**config.mk**
```make
export PLATFORM = sky130hd
export DESIGN_NAME = restoring_divider
export DESIGN_NICKNAME = d
export VERILOG_FILES = /design/src/rtl/restoring_divider.sv
export SDC_FILE = /design/constraint.sdc
export NUM_CORES = 1
export LEC_CHECK = 0
export BUFFER_PORTS_ARGS = -buffer_cell sky130_fd_sc_hd__buf_2
export CAP_MARGIN = 20
export CORE_UTILIZATION = 45
export CTS_CLUSTER_SIZE = 14
export DETAILED_ROUTE_END_ITERATION = 10
export PLACE_DENSITY = 0.69
export SYNTH_ARGS = -nofsm -noshare
export SYNTH_HDL_FRONTEND = slang
export SYNTH_SLANG_ARGS = --single-unit
```
**constraint.sdc**
```tcl
create_clock -name i_clk -period 6.5 [get_ports i_clk]
set_input_delay 1.3 -clock i_clk [delete_from_list [all_inputs] [get_ports i_clk]]
set_output_delay 1.3 -clock i_clk [all_outputs]
set_load 0.03 [all_outputs]
```
**src/rtl/restoring_divider.sv**
```systemverilog
// restoring_divider: 8-bit unsigned sequential restoring divider.
// One iteration per clock, MSB first; Q/R update only on completion.
// Optional macro DIV_ZERO_ERR_EN adds the o_err port and a one-cycle
// divide-by-zero fast path. Without it, B=0 runs the normal iterations
// and naturally yields Q=8'hFF, R=A.
//
// state  | meaning
// S_IDLE | waiting for i_start
// S_BUSY | iterating (8 cycles, or 1 cycle on the divide-by-zero fast path)
// S_DONE | result presented, o_done high; i_start here chains a new operation

module restoring_divider (
  input  logic       i_clk,
  input  logic       i_n_rst,
  input  logic       i_start,
  input  logic [7:0] i_a,
  input  logic [7:0] i_b,
  output logic       o_busy,
  output logic       o_done,
  output logic [7:0] o_q,
  output logic [7:0] o_r
`ifdef DIV_ZERO_ERR_EN
  ,
  output logic       o_err
`endif
);

  typedef enum logic [1:0] {S_IDLE, S_BUSY, S_DONE} state_t;

  state_t     r_state;
  // Dividend bits shift out the top while quotient bits shift in the bottom,
  // so after eight iterations this register holds the quotient.
  logic [7:0] r_dvd;
  logic [7:0] r_b;
  // Partial remainder is always < B, so 8 stored bits suffice; the shifted
  // value below is the full 9-bit working quantity.
  logic [7:0] r_rem;
  logic [2:0] r_cnt;

  logic [8:0] w_shift;
  logic [8:0] w_diff;
  logic       w_neg;
  logic [7:0] w_rem_next;
  logic [7:0] w_q_next;

  // One trial subtraction: P + ~B + 1 on 9 bits; sign bit selects restore.
  always_comb begin
    w_shift    = {r_rem, r_dvd[7]};
    w_diff     = w_shift + ~{1'b0, r_b} + 9'd1;
    w_neg      = w_diff[8];
    w_rem_next = w_neg ? w_shift[7:0] : w_diff[7:0];
    w_q_next   = {r_dvd[6:0], ~w_neg};
  end

  // Control FSM, datapath registers and registered outputs.
  always_ff @(posedge i_clk or negedge i_n_rst) begin
    if (!i_n_rst) begin
      r_state <= S_IDLE;
      r_dvd   <= 8'd0;
      r_b     <= 8'd0;
      r_rem   <= 8'd0;
      r_cnt   <= 3'd0;
      o_busy  <= 1'b0;
      o_done  <= 1'b0;
      o_q     <= 8'd0;
      o_r     <= 8'd0;
`ifdef DIV_ZERO_ERR_EN
      o_err   <= 1'b0;
`endif
    end else begin
      case (r_state)
        S_IDLE, S_DONE: begin
          o_done <= 1'b0;
          if (i_start) begin
            r_state <= S_BUSY;
            r_dvd   <= i_a;
            r_b     <= i_b;
            r_rem   <= 8'd0;
            r_cnt   <= 3'd0;
            o_busy  <= 1'b1;
`ifdef DIV_ZERO_ERR_EN
            o_err   <= 1'b0;
`endif
          end else begin
            r_state <= S_IDLE;
          end
        end
        S_BUSY: begin
`ifdef DIV_ZERO_ERR_EN
          if (r_b == 8'd0) begin
            r_state <= S_DONE;
            o_busy  <= 1'b0;
            o_done  <= 1'b1;
            o_err   <= 1'b1;
            o_q     <= 8'hFF;
            o_r     <= r_dvd;
          end else
`endif
          begin
            r_rem <= w_rem_next;
            r_dvd <= w_q_next;
            r_cnt <= r_cnt + 3'd1;
            if (r_cnt == 3'd7) begin
              r_state <= S_DONE;
              o_busy  <= 1'b0;
              o_done  <= 1'b1;
              o_q     <= w_q_next;
              o_r     <= w_rem_next;
            end
          end
        end
        default: begin
          r_state <= S_IDLE;
          o_busy  <= 1'b0;
          o_done  <= 1'b0;
        end
      endcase
    end
  end

endmodule

```
; ---- Word level (Yosys, flattened, before mapping)
; Index checks and enable logic that the tools add are counted.
[totals]
register_bits = 47
word_cells = 41
output_inout_bits = 18
inputBits = 19
[op_classes]
reduce_logical = 7
mux = 15
n_eq_ne = 5
add_sub_neg = 3
bitwise = 2
[ops]
columns = cell, count
row1 = $pmux W8 S2, 2
row2 = $mux W8, 3
row3 = $add A9 B1 Y9 const B, 1
row4 = $add A9 B9 Y9, 1
row5 = $not A8 Y9, 1
row6 = $reduce_and A2 Y1, 4
row7 = $pmux W3 S2, 1
row8 = $mux W1, 5
row9 = $ne A2 B2 Y1 const B, 2
row10 = $pmux W2 S2, 1
row11 = $add A3 B1 Y3 const B, 1
row12 = $eq A3 B3 Y1 const B, 1
row13 = $mux W3, 1
row14 = $eq A2 B1 Y1 const B, 1
row15 = $eq A2 B2 Y1 const B, 1
row16 = $logic_not A2 Y1, 1
row17 = $mux W2, 1
row18 = $pmux W1 S2, 1
row19 = $reduce_bool A2 Y1, 1
row20 = $reduce_or A2 Y1, 1
row21 = $not A1 Y1, 1

; ---- Longest topological paths before layout
; Gate-level depths: netlist (run 1).
[depth]
depth_word = 5
ltp_mapped = 10
mapped_depth_nobuf = 9

; ---- Worst setup path after synthesis (run 1)
; Ideal clock, no wire load.
[synth_path]
path_kind = register to register
startpoint = reg r_dvd[7]
endpoint = reg r_rem[7]
path_stages_with_launch = 11
path_slack_ns = 4.128
arrival_ns = 2.305
required_ns = 6.433
setup_ns = 0.067
path_cell_list = dfrtp_1 > inv_1 > ha_1 > inv_1 > fa_1 > a211oi_4 > o211ai_1 > a221o_1 > buf_6 > nor4_2 > a311o_1
[synth_between]
elab_chain_cells = 4
[synth_lines]
columns = item, line_no
row1 = from (decl), 33  ; logic [7:0] r_dvd;
row2 = from (signal assigned), 76  ; r_dvd <= i_a;
row3 = from (signal assigned), 101  ; r_dvd <= w_q_next;
row4 = $add A9 B9 Y9, 49  ; w_diff = w_shift + ~{1'b0, r_b} + 9'd1;
row5 = $add A9 B1 Y9, 49
row6 = $mux W8, 51  ; w_rem_next = w_neg ? w_shift[7:0] : w_diff[7:0];
row7 = $pmux W8 S2, 71  ; case (r_state)
row8 = to (signal assigned), 100  ; r_rem <= w_rem_next;
row9 = to (decl), 37  ; logic [7:0] r_rem;
; No other way between the ends.
; A chain may end at the register's enable or synchronous reset.

; ---- Worst setup path in the final report (run 1)
[layout_path]
startpoint = reg r_dvd[7]
endpoint = reg o_r[7]
[layout_between]
elab_chain_cells = 3
[layout_lines]
columns = item, line_no
row1 = $add A9 B9 Y9, 49
row2 = $add A9 B1 Y9, 49
row3 = $mux W8, 51
row4 = to (signal assigned), 108  ; o_r <= w_rem_next;
row5 = to (decl), 21  ; output logic [7:0] o_r
; No other way between the ends.

==> impl_metrics.tcl, run 1 <==
set metrics [dict create \
    status "finished clean" \
    path_clk_slew_ns 0.09 \
    vias_per_cell 5.23 \
    async_reset_ff_frac 1.00 \
    path_class "flop to flop" \
    drive_gt1_frac 0.224 \
    final_nets 292 \
    avgSynthCellArea_um2 10.0 \
    core_area_mm2 0.00482 \
    die-area_mm2 0.00537 \
    cp_max_fo 13 \
    gp_congestion 0.782 \
    cts_buffers 5 \
    reg2reg_to "o_r[7]$_DFFE_PN0P_" \
    wire_per_inst_um 13.6 \
    relSlewSlack 0.428 \
    mostFrequentLayoutCells "46 x dfrtp_1, 42 x nand2_1, 36 x buf_2" \
    ys_seq_elements 46 \
    drv_cap 0 \
    drt-pass1-iter-count 4 \
    syn-cell-area_mm2 0.00228 \
    seq_area_frac_synth 0.504 \
    portBuffers 36 \
    synth_edf_count 0 \
    rr_startpoint "r_dvd[7]$_DFFE_PN0P_" \
    period_minus_slack_ns 2.76 \
    crit_arrival_ns 2.95 \
    final_hold_viol_count 0 \
    reg2regPathDepth 9 \
    netlist_instances 228 \
    root_buffer "clkbuf_8" \
    clock_path_buffers 2 \
    ant_nets 0 \
    fmax_mhz 362 \
    n_antenna_cell 0 \
    ctsHoldBuffers 0 \
    postCtsResizedCells 0 \
    grt_pass1_wl_mm 7.89 \
    layout_commonest_cell "dfrtp_1" \
    ff2ff_setup_slack_ns 3.74 \
    antenna_found_initial 0 \
    crit_start "r_dvd[7]$_DFFE_PN0P_" \
    yosysWarnings 0 \
    track_usage 0.197 \
    period_share 0.425 \
    worstHoldPathType "flop to flop" \
    vias 1725 \
    worstMarginPinSlew_ns 0.856 \
    initial_utilization 0.474 \
    area_delta_synth_final_pct 14.4 \
    grt_overflow_total 0 \
    clock-sinks 46 \
    ys.flop_type "dfrtp_1" \
    fin_tns_setup_ns 0 \
    finalWirelength_mm 4.49 \
    grt_max_degree 47 \
    skew_ns 0.0107 \
    grt_pass1_vias 1669 \
    die_w_um 73.3 \
    report.final.slew_viol_count 0 \
    cts_setup_buffers 0 \
    rsz0062_at_grt "false" \
    setup_viol 0 \
    die_h_um 73.3 \
    cp.required_ns 6.69 \
    syn_nets 258 \
    clock_latency_ns 0.31 \
    cp-endpoint "o_r[7]$_DFFE_PN0P_" \
    std_cell_rows 25 \
    endpoint_kind "flop" \
    drc 0 \
    cts_tree "done" \
    worstSetupStartpointType "flop" \
    cts.htree.levels 2 \
    synth.distinct_cells 43 \
    ioPinCount 37 \
    drt_iter0_markers 86 \
    dp_hpwl_mm 3.10 \
]
-- kinds of logic after synthesis --
logic type      count (synthesis)  share of synthesized area
compound gates                 59                      0.170
xor+xnor                        4                     0.0153
fa+ha+maj                      11                     0.0635
buf+inv                        22                     0.0394
flops                          46                      0.504
mux                            14                     0.0657
simple gates                   72                      0.142
-- area by class of cell --
type	count	area, µm²
flip-flops and latches	46	1150
inverters	11	41.3
multi-input cells	160	1040
clock inverters	2	13.8
fillers	481	2200
well taps	67	83.8
clock buffers	6	72.6
repair buffers	38	208
-- synthesized netlist by cell type, types with 4 or more instances --
master     n  share of area
clkbuf_1  10          0.016
inv_1     11          0.018
a31oi_1    6          0.016
mux2i_1    6          0.026
dfrtp_1   46           0.50
o21ai_0   26          0.057
nand2b_1   4          0.011
mux2_2     8          0.039
nand2_1   42          0.069
ha_1      10          0.055
nor2b_1    4          0.011
nor2_1    12          0.020
-- through the flow --
step / setup WS [ns] / hold WS (ns) / utilization / cells / cell area [µm²]
2_1_floorplan: 4.13 / 0.450 / - / 228 / 2280
3_3_place_gp: 3.81 / 0.460 / 0.521 / 321 / 2510
3_5_place_dp: 3.76 / 0.471 / 0.521 / 321 / 2510
4_1_cts: 3.73 / 0.490 / 0.538 / 329 / 2590
5_1_grt: 3.60 / 0.517 / 0.543 / 330 / 2610
6_report: 3.74 / 0.482 / 0.543 / 330 / 2610
-- state kept, by name (all words and copies together), names as in the netlist --
name	flops
r_b	8
r_dvd	8
r_state	2
r_cnt	3
o_r	8
r_rem	8
o_q	8
o_busy	1
-- worst max-delay path, stage by stage, from the launching register on --
cell and delay [ns]:
dfrtp_1 0.37, inv_1 0.08, ha_1 0.17, inv_1 0.05
fa_1 0.43, a211oi_4 0.27, o211ai_1 0.13, a221o_1 0.56
and3_1 0.27, or3_1 0.30
-- how the worst min path moves through the flow --
stage | slack, ns | to | start | cells after the start
floorplan | 0.45 | r_b[0]$_DFFE_PN0P_ | r_b[0]$_DFFE_PN0P_ | 2
global placement | 0.46 | o_r[6]$_DFFE_PN0P_ | o_r[6]$_DFFE_PN0P_ | 2
detailed placement | 0.47 | o_r[6]$_DFFE_PN0P_ | o_r[6]$_DFFE_PN0P_ | 2
CTS | 0.49 | o_r[5]$_DFFE_PN0P_ | o_r[5]$_DFFE_PN0P_ | 2
global route | 0.52 | o_r[5]$_DFFE_PN0P_ | o_r[5]$_DFFE_PN0P_ | 2
finish | 0.48 | o_r[6]$_DFFE_PN0P_ | o_r[6]$_DFFE_PN0P_ | 2
-- layer usage --
metal	track usage	up-vias	part of all wire
met5	0	-	0
met4	0.0784	0	0.016
met3	0.0425	8	0.036
met2	0.316	31	0.45
met1	0.261	832	0.49
li1	-	854	-
Power of run 1 is not shown: default switching activity piles up to over one toggle a cycle in this logic, so the estimate is an artifact.
==> run 2: changes to the inputs <==
- PLACE_DENSITY: 0.69 -> 0.71
- clock period: 6.5 -> 2.4 ns (I/O delays scaled with it)
==> impl_metrics.tcl, run 2 (synthesized netlist as in run 1, its figures left out) <==
set metrics [dict create \
    status "finished with violations" \
    violations "setup timing" \
    fin_tns_setup_ns -0.0679 \
    clock_latency_ns 0.31 \
    crit_chain "inv_2 -> ha_4 -> inv_2 -> fa_2 -> a211oi_4 -> o211ai_1 -> a221o_1 -> buf_6 -> mux2_4 -> o21ai_1" \
    crit_arrival_ns 2.68 \
    ioPinCount 37 \
    report.final.slew_viol_count 0 \
    finalWirelength_mm 4.76 \
    track_usage 0.200 \
    endpoint_kind "flop" \
    final_hold_viol_count 0 \
    vias 1811 \
    worstSetupStartpointType "flop" \
    die_w_um 73.3 \
    clock_path_buffers 2 \
    std_cell_rows 25 \
    setup_viol 3 \
    gp_congestion 0.844 \
    vias_per_cell 5.26 \
    worstMarginPinSlew_ns 0.812 \
    cpPeakStageDelay_ns 0.46 \
    drc 0 \
    initial_utilization 0.474 \
    final_core_util 0.570 \
    cts_tree "done" \
    layout_commonest_cell "dfrtp_1" \
    ant_nets 0 \
    wl_met1_mm 2.31 \
    top_layer_used "met4" \
    worstHoldPathType "input pin to async pin" \
    drive_gt1_frac 0.289 \
    cp_max_fo 6 \
    period_minus_slack_ns 2.44 \
    grt_pass1_vias 1689 \
    relSlewSlack 0.456 \
    dp_hpwl_mm 3.31 \
    grt_pass1_wl_mm 8.00 \
    wire_per_inst_um 13.8 \
    cp_slowest_cell "a221o_1" \
    die_h_um 73.3 \
    portBuffers 36 \
    rsz0062_at_grt "true" \
    n_antenna_cell 0 \
    drv_cap 0 \
    antenna_found_initial 0 \
    place_ws_ns -0.107 \
    clock-sinks 46 \
    worst_slack_ns -0.0374 \
    cts_buffers 5 \
    grt_overflow_total 0 \
    final_nets 306 \
    core_area_mm2 0.00482 \
    root_buffer "clkbuf_8" \
    cp.required_ns 2.65 \
    period_share 1.02 \
    area_delta_synth_final_pct 20.2 \
    cp_common_cell "inv_2" \
    cts.htree.levels 2 \
    skew_ns 0.0139 \
    fmax_mhz 410 \
    routed-wl-met2_mm 2.21 \
    die-area_mm2 0.00537 \
    path_class "flop to flop" \
    drt-pass1-iter-count 5 \
    drt_iter0_markers 53 \
    wl_met3_um 174 \
    grt_max_degree 38 \
    path_clk_slew_ns 0.10 \
    ctsHoldBuffers 0 \
    mostFrequentLayoutCells "46 x dfrtp_1, 42 x nand2_1, 36 x buf_2" \
]
[run 2: layer usage]
metal / vias up / track usage
li1: 888 / -
met1: 884 / 0.265
met2: 35 / 0.316
met3: 4 / 0.0508
met4: 0 / 0.0784
met5: - / 0
[run 2: repair_timing]
action                     in CTS  in global routing
buffers inserted                4                  2
gates resized for setup        12                  2
pin swaps                       3                  3
setup endpoints to repair      14                 16
[run 2: cell type report]
| type | count | area (µm²) |
|---|---|---|
| fillers | 453 | 2070 |
| well taps | 67 | 83.8 |
| repair buffers | 52 | 308 |
| multi-input cells | 160 | 1070 |
| clock inverters | 3 | 23.8 |
| flip-flops and latches | 46 | 1150 |
| clock buffers | 5 | 68.8 |
| inverters | 11 | 41.3 |
[run 2: stage by stage]
step                cell area, µm²  hold slack [ns]  cells
floorplan                     2280            0.184    228
global placement              2570            0.467    330
detailed placement            2570            0.469    330
CTS                           2730            0.285    342
global route                  2750            0.324    344
finish                        2750            0.256    344
[run 2: worst paths after layout]
kind	from	end	slack, ns	cells after the start
setup / recovery	r_dvd[7]$_DFFE_PN0P_	r_rem[0]$_DFFE_PN0P_	-0.04	10
hold / removal	i_n_rst	o_r[1]$_DFFE_PN0P_	0.26	1
setup reg to reg	r_dvd[7]$_DFFE_PN0P_	r_rem[0]$_DFFE_PN0P_	-0.04	10
hold reg to reg	o_r[5]$_DFFE_PN0P_	o_r[5]$_DFFE_PN0P_	0.49	2
max in group asynchronous	i_n_rst	o_q[3]$_DFFE_PN0P_	1.55	2
min in group i_clk	i_b[0]	r_b[0]$_DFFE_PN0P_	0.36	3
[run 2: critical path, delay by kind of cell, from the launching register on]
family | cells | cell delay [ns]
buffers and inverters | 3 | 0.26
AOI/OAI and AO/OA | 4 | 0.92
DFF | 1 | 0.38
adders and majority gates | 2 | 0.50
muxes | 1 | 0.31
Power of run 2 is left out for the same reason.
==> run 3: changes to the inputs <==
- PLACE_DENSITY: 0.71 -> 0.72
- TNS_END_PERCENT: not set -> 1
==> impl_metrics.tcl, run 3 (synthesized netlist as in run 1, its figures left out) <==
set metrics [dict create \
    initial_utilization 0.474 \
    root_buffer "clkbuf_8" \
    whs_ns 0.0331 \
    final_nets 304 \
    drt-pass1-iter-count 4 \
    cts_tree "done" \
    vias 1749 \
    vias_per_cell 5.11 \
    worstSetupStartpointType "flop" \
    path_clk_slew_ns 0.09 \
    period_share 1.04 \
    dp_hpwl_mm 3.42 \
    std_cell_rows 25 \
    gp_congestion 0.876 \
    wire_per_inst_um 13.4 \
    antenna_found_initial 0 \
    core_area_mm2 0.00482 \
    drv_cap 0 \
    skew_ns 0.00975 \
    area_delta_synth_final_pct 22.1 \
    track_usage 0.188 \
    drt_iter0_markers 64 \
    grt_pass1_wl_mm 7.59 \
    clock_path_buffers 2 \
    rsz0062_at_grt "true" \
    crit_arrival_ns 2.74 \
    cp_slowest_cell "a221o_2" \
    relSlewSlack 0.461 \
    fmax_mhz 399 \
    grt_pass1_vias 1630 \
    cpPeakStageDelay_ns 0.43 \
    finalWirelength_mm 4.58 \
    die_h_um 73.3 \
    report.final.slew_viol_count 0 \
    ctsHoldBuffers 0 \
    period_minus_slack_ns 2.51 \
    cp_top_family "compound AO/OA/AOI/OAI gates" \
    die-area_mm2 0.00537 \
    worstHoldPathType "input pin to async pin" \
    cp_max_fo 7 \
    ioPinCount 37 \
    path_class "flop to flop" \
    n_antenna_cell 0 \
    cp_common_cell "inv_2" \
    cts.htree.levels 2 \
    layout_commonest_cell "dfrtp_1" \
    status "finished with violations" \
    final_hold_viol_count 0 \
    clock-sinks 46 \
    die_w_um 73.3 \
    crit_buf_inv 3 \
    grt_overflow_total 0 \
    ant_nets 0 \
    mostFrequentLayoutCells "46 x dfrtp_1, 42 x nand2_1, 36 x buf_2" \
    endpoint_kind "flop" \
    drive_gt1_frac 0.295 \
    worstMarginPinSlew_ns 0.806 \
    worst_slack_ns -0.106 \
    cp.required_ns 2.63 \
    setup_viol 14 \
    crit_chain "inv_2 -> ha_4 -> inv_2 -> fa_2 -> a211oi_4 -> o211ai_1 -> a221o_2 -> buf_12 -> mux2_4 -> o21ai_2" \
    clock_latency_ns 0.30 \
    grt_max_degree 25 \
    drc 0 \
    portBuffers 36 \
    cts_buffers 5 \
    violations "setup timing" \
]
run 3: per-layer routing:
metal	routed length, µm	vias up	GRT usage
met5	0	-	0
met4	73	0	0.0632
met3	150	7	0.0425
met2	2080	32	0.288
met1	2280	824	0.262
li1	-	886	-
run 3: final timing paths:
path,depth (start not counted),start,slack [ns],end
max,10,r_dvd[7]$_DFFE_PN0P_,-0.11,o_r[0]$_DFFE_PN0P_
min,1,i_n_rst,0.03,o_r[1]$_DFFE_PN0P_
max reg2reg,10,r_dvd[7]$_DFFE_PN0P_,-0.11,o_r[0]$_DFFE_PN0P_
min reg2reg,2,o_r[5]$_DFFE_PN0P_,0.48,o_r[5]$_DFFE_PN0P_
max in group asynchronous,2,i_n_rst,1.84,r_cnt[0]$_DFFE_PN0P_
min in group i_clk,3,i_b[0],0.37,r_b[0]$_DFFE_PN0P_
run 3: repair_timing:
| action | CTS | global route |
|---|---|---|
| endpoints found under the setup margin | 16 | 17 |
| pin swaps | 1 | 8 |
| resized for setup | 3 | 14 |
| setup buffers | 0 | 3 |
run 3: layout make-up:
class,count,area (µm²)
multi-input cells,160,1100
repair buffers,50,302
fillers,439,2030
inverters,11,41.3
clock buffers,5,68.8
clock inverters,3,43.8
flip-flops and latches,46,1150
well taps,67,83.8
run 3: per-stage QoR:
step | setup TNS (ns) | worst slack, ns | instances | instance area [µm²] | util
detailed placement | -1.00 | -0.113 | 331 | 2590 | 0.539
global placement | -0.381 | -0.0469 | 331 | 2590 | 0.539
floorplan | 0 | 0.0279 | 228 | 2280 | -
finish | -0.408 | -0.106 | 342 | 2790 | 0.579
CTS | -0.688 | -0.0797 | 339 | 2710 | 0.563
global route | -2.60 | -0.220 | 342 | 2790 | 0.579
Power of run 3 is left out for the same reason.
